**src/rtl/serial_add_pkg.sv**
```systemverilog
// Shared types and constants for the bit-serial adder controller.
package serial_add_pkg;

  localparam int unsigned DefaultWidth = 8;

  typedef enum logic [1:0] {
    StIdle,
    StRun,
    StDone
  } state_e;

endpackage

```
**src/rtl/serial_add_ctrl_if.sv**
```systemverilog
// Request/result bundle of the bit-serial adder; slave side is the adder itself.
interface serial_add_ctrl_if
  import serial_add_pkg::*;
#(
  parameter int unsigned N = DefaultWidth
);

  logic         start;
  logic         abort;
  logic [N-1:0] a;
  logic [N-1:0] b;
  logic         cin;
  logic         busy;
  logic         done;
  logic [N-1:0] sum;
  logic         cout;

  modport master (
    output start, abort, a, b, cin,
    input  busy, done, sum, cout
  );

  modport slave (
    input  start, abort, a, b, cin,
    output busy, done, sum, cout
  );

endinterface

```
**src/rtl/FA.sv**
```systemverilog
// Gate-level single-bit full adder cell.
module FA (
  input  wire a_i,
  input  wire b_i,
  input  wire ci_i,
  output wire s_o,
  output wire co_o
);

  wire ab_x;
  wire ab_a;
  wire c_a;

  xor g_x0 (ab_x, a_i, b_i);
  xor g_x1 (s_o, ab_x, ci_i);
  and g_a0 (ab_a, a_i, b_i);
  and g_a1 (c_a, ab_x, ci_i);
  or  g_o0 (co_o, ab_a, c_a);

endmodule

```
**src/rtl/serial_add_ctrl.sv**
```systemverilog
// Bit-serial adder: one full-adder cell, LSB first, one bit per RUN cycle.
// Result and carry-out are registered and held between completions.
module serial_add_ctrl
  import serial_add_pkg::*;
#(
  parameter int unsigned N = DefaultWidth
) (
  input logic             clk,
  input logic             rst_n,
  serial_add_ctrl_if.slave bus
);

  localparam int unsigned CntW = $clog2(N);

  state_e          state_q;
  logic [N-1:0]    a_q;
  logic [N-1:0]    b_q;
  logic [N-1:0]    work_q;
  logic [N-1:0]    sum_q;
  logic            carry_q;
  logic            cout_q;
  logic            busy_q;
  logic            done_q;
  logic [CntW-1:0] cnt_q;

  logic fa_s;
  logic fa_co;

  FA u_fa (
    .a_i  (a_q[0]),
    .b_i  (b_q[0]),
    .ci_i (carry_q),
    .s_o  (fa_s),
    .co_o (fa_co)
  );

  always_ff @(posedge clk or negedge rst_n) begin
    if (!rst_n) begin
      state_q <= StIdle;
      a_q     <= '0;
      b_q     <= '0;
      work_q  <= '0;
      sum_q   <= '0;
      carry_q <= 1'b0;
      cout_q  <= 1'b0;
      busy_q  <= 1'b0;
      done_q  <= 1'b0;
      cnt_q   <= '0;
    end else begin
      done_q <= 1'b0;
      unique case (state_q)
        StIdle: begin
          // abort is meaningless here, so start wins when both are high
          if (bus.start) begin
            a_q     <= bus.a;
            b_q     <= bus.b;
            carry_q <= bus.cin;
            cnt_q   <= '0;
            busy_q  <= 1'b1;
            state_q <= StRun;
          end
        end
        StRun: begin
          if (bus.abort) begin
            busy_q  <= 1'b0;
            state_q <= StIdle;
          end else begin
            work_q  <= {fa_s, work_q[N-1:1]};
            carry_q <= fa_co;
            a_q     <= a_q >> 1;
            b_q     <= b_q >> 1;
            cnt_q   <= cnt_q + 1'b1;
            if (cnt_q == CntW'(N - 1)) begin
              sum_q   <= {fa_s, work_q[N-1:1]};
              cout_q  <= fa_co;
              done_q  <= 1'b1;
              state_q <= StDone;
            end
          end
        end
        StDone: begin
          busy_q  <= 1'b0;
          state_q <= StIdle;
        end
        default: begin
          busy_q  <= 1'b0;
          state_q <= StIdle;
        end
      endcase
    end
  end

  assign bus.busy = busy_q;
  assign bus.done = done_q;
  assign bus.sum  = sum_q;
  assign bus.cout = cout_q;

endmodule

```
**src/flat_wrapper.sv**
```systemverilog
// flat-port wrapper written by rule: the top's interface ports become plain ports
module serial_add_ctrl_flat import serial_add_pkg::*;
#(
  parameter int unsigned N = DefaultWidth
)
  (clk, rst_n, bus_start, bus_abort, bus_a, bus_b, bus_cin, bus_busy, bus_done, bus_sum, bus_cout);
  serial_add_ctrl_if #(.N(N)) bus_i ();
  input logic clk;
  input logic rst_n;
  input wire logic [$bits(bus_i.start)-1:0] bus_start;
  input wire logic [$bits(bus_i.abort)-1:0] bus_abort;
  input wire logic [$bits(bus_i.a)-1:0] bus_a;
  input wire logic [$bits(bus_i.b)-1:0] bus_b;
  input wire logic [$bits(bus_i.cin)-1:0] bus_cin;
  output wire logic [$bits(bus_i.busy)-1:0] bus_busy;
  output wire logic [$bits(bus_i.done)-1:0] bus_done;
  output wire logic [$bits(bus_i.sum)-1:0] bus_sum;
  output wire logic [$bits(bus_i.cout)-1:0] bus_cout;
  assign bus_i.start = bus_start;
  assign bus_i.abort = bus_abort;
  assign bus_i.a = bus_a;
  assign bus_i.b = bus_b;
  assign bus_i.cin = bus_cin;
  assign bus_busy = bus_i.busy;
  assign bus_done = bus_i.done;
  assign bus_sum = bus_i.sum;
  assign bus_cout = bus_i.cout;
  serial_add_ctrl #(.N(N)) u_core (.clk(clk), .rst_n(rst_n), .bus(bus_i));
endmodule
```
**config.mk**
```make
export PLATFORM = sky130hd
export DESIGN_NAME = serial_add_ctrl_flat
export DESIGN_NICKNAME = d
export VERILOG_FILES = /design/src/rtl/serial_add_pkg.sv /design/src/rtl/serial_add_ctrl_if.sv /design/src/rtl/FA.sv /design/src/rtl/serial_add_ctrl.sv /design/src/flat_wrapper.sv
export SDC_FILE = /design/constraint.sdc
export NUM_CORES = 1
export LEC_CHECK = 0
export ABC_AREA = 1
export CAP_MARGIN = 15
export CORE_MARGIN = 10
export CORE_UTILIZATION = 30
export CTS_BUF_LIST = sky130_fd_sc_hd__clkbuf_8
export CTS_CLUSTER_SIZE = 10
export DETAILED_ROUTE_END_ITERATION = 7
export GPL_TIMING_DRIVEN = 0
export HOLD_SLACK_MARGIN = 0.1
export PLACE_DENSITY = 0.53
export SKIP_LAST_GASP = 1
export SLEW_MARGIN = 5
export SYNTH_ARGS = -nofsm -noshare
export SYNTH_HDL_FRONTEND = slang
export SYNTH_SLANG_ARGS = --single-unit
```
**constraint.sdc**
```tcl
create_clock -name clk -period 1.2 [get_ports clk]
set_input_delay 0.18 -clock clk [delete_from_list [all_inputs] [get_ports clk]]
set_output_delay 0.18 -clock clk [all_outputs]
set_load 0.005 [all_outputs]
```
==> results.ini <==
[yosys]
synth.yosys.seq_area_share_pct = 53.55
yosysMostFrequentCell = nand2_1
yosysTopAreaCellShare_pct = 53.55
yosysTopAreaCell = dfrtp_1
synth.distinct_cells = 17
ys_ff_latch = 40
synthTopCellsByCount = 95 x nand2_1, 40 x dfrtp_1, 35 x nand3_1
synth_edf_count = 0
syn-instance-count = 223
synth-async-reset-ratio_pct = 100.0
avgSynthCellArea_um2 = 8.382
ys.warnings.count = 0
synth_ff_type = dfrtp_1
synthTopCellsByArea = dfrtp_1 54%, nand2_1 19%, nand3_1 9.4%, o21ai_2 2.8%, inv_1 2.6%
syn-num-nets = 247
syn_area_um2 = 1869

[worst_setup_path]
timing.critical_path.mode_cell = nand2_4
slowest_delay_ns = 0.37
path_buf_inv = 2
reg2reg_slack_ns = -0.09
cp_top_family = flip-flops
endpoint_kind = register
cp_data_arrival_time_ns = 1.48
crit_required_ns = 1.39
critPathMaxFanout = 5
cp_slowest_cell = dfrtp_1
startpoint_type = register
crit_chain = ha_2 -> ha_4 -> inv_2 -> nor2_4 -> nand2_4 -> buf_12 -> nand2_4 -> o21ai_2
critPathKind = register to register

[grt]
overflow = 0
grt_pass1_vias = 1570
grt_use_total_pct = 9.708
grt_antenna_before_repair = 0
grt_pass1_wl_um = 7803
grt_max_degree = 33

[clocking]
numCtsBuffers = 5
cts.sinks = 40
cts_tree = built
clk_latency_ns = 0.29
path_clk_slew_ns = 0.08
cts_root_buf = clkbuf_8
h-tree-depth = 2
clockBufferDepth = 2

[route]
wl_per_cell_um = 12.70
initialDrtViolationCount = 92
drtPass1Iterations = 4
route.detailed.drc = 0
via_per_inst = 4.483
wirelength_um = 4495
ant_nets = 0
num_vias = 1587

[finish]
syn_to_final_growth_pct = 44.11
drive_gt1_share_pct = 24.37
antennaDiodeCount = 0
final_cells = 354
final_nets = 302

[floorplanning]
io_pins = 32
rows = 28
die-width_um = 98.94
core_area_um2 = 5991
initial_core_util_pct = 31.20
die-height_um = 98.94
dieArea_um2 = 9788

[sta]
finalSetupViolations = 11
slew_violations = 0
fmax_mhz = 776.1
fin_skew_ns = 0.003554
rsz0062_at_grt = true
finalCritPeriodShare_pct = 107.4
finalSetupTns_ns = -0.7738
tightest_slew_ns = 0.2627
period_needed_ns = 1.288
final.setup.worst_slack_ns = -0.08844
slew_headroom_pct = 82.42
hold_viol = 0

[pwr]
p_total_w = 0.004131
peakVddDrop_v = 0.0005166
power_density_nw_per_um2 = 1533
leakage_nw = 1.437

[run]
cap_viol_max_count = 0

[placement]
portBuffers = 31
placed_cells = 330
dp.final_hpwl_um = 3135
dp_slack_ns = -0.2770
gp_congestion = 0.7265

[worst_hold_path]
hp-class = input pin to asynchronous set/reset pin

[outcome]
status = finished, violations left
violations = setup timing

-- where the power goes --
| group | leakage [nW] | internal, W | total [W] | switching [W] |
|---|---|---|---|---|
| registers | 0.522 | 0.00168 | 0.00188 | 0.000194 |
| logic | 0.861 | 0.000545 | 0.00115 | 0.000607 |
| clock network | 0.0541 | 0.000615 | 0.00110 | 0.000486 |
| total | 1.44 | 0.00284 | 0.00413 | 0.00129 |
-- cell type report --
class	count	area, um2
fillers	583	3297
flip-flops and latches	40	1002
multi-input cells	157	839.6
repair buffers	48	476.7
plain buffers	11	108.9
well taps	75	93.84
clock buffers	5	68.82
inverters	15	61.31
clock inverters	3	42.54
-- layer usage --
layer	track usage (%)	wire length, um	vias up
li1	-	-	814
met1	12.12	2004	740
met2	15.43	2204	26
met3	2.584	204	7
met4	3.969	81	0
met5	0	0	-
-- what timing repair did --
action	4_1_cts	5_1_grt
resized for setup	24	34
endpoints found under the setup margin	47	40
gates cloned	1	0
setup buffers	7	7
hold buffers	1	0
pin swaps	4	7
hold endpoints to repair	40	0
-- flip-flops by register name, indices dropped and copies added (netlist names) --
signal	cells
u_core.bus.cout	1
u_core.bus.done	1
u_core.a_q	8
u_core.bus.sum	8
u_core.state_q	2
u_core.carry_q	1
u_core.b_q	8
u_core.cnt_q	3
u_core.work_q	7
u_core.bus.busy	1
-- worst paths after layout --
kind	startpoint	endpoint	depth (start not counted)
min	rst_n	u_core.work_q[5]	2
min in group clk	bus_abort	u_core.cnt_q[0]	4
max	u_core.cnt_q[0]	u_core.bus.sum[6]	8
max in group asynchronous	rst_n	u_core.state_q[1]	3
max reg2reg	u_core.cnt_q[0]	u_core.bus.sum[6]	8
min reg2reg	u_core.bus.cout	u_core.bus.cout	2
-- cell families after synthesis --
family | count (synthesis) | share of synthesized area [%]
simple gates | 140 | 31.99
flops | 40 | 53.55
buf+inv | 26 | 7.095
fa+ha+maj | 3 | 2.409
compound gates | 14 | 4.953
-- placed cells by master (no fill, tap or decap), types with 5 or more instances in the layout --
cell type and n:
nand2_1 86, dlygate4sd2_1 10, o21ai_0 5, clkbuf_8 5, buf_4 15, nand3_1 35, dfrtp_1 39, inv_1 10
clkdlybuf4s50_1 18, o21ai_2 6, nand2_4 8, buf_6 6
-- through the flow --
stage	util [%]	area, um2	hold WS, ns
after floorplan	-	1887	-0.1156
after global placement	38.24	2291	0.4574
after detailed placement	38.49	2306	0.05259
after CTS	42.50	2546	0.2691
after global routing	44.97	2694	0.2806
final	44.97	2694	0.2781
Power figures use the tool's default switching activity.
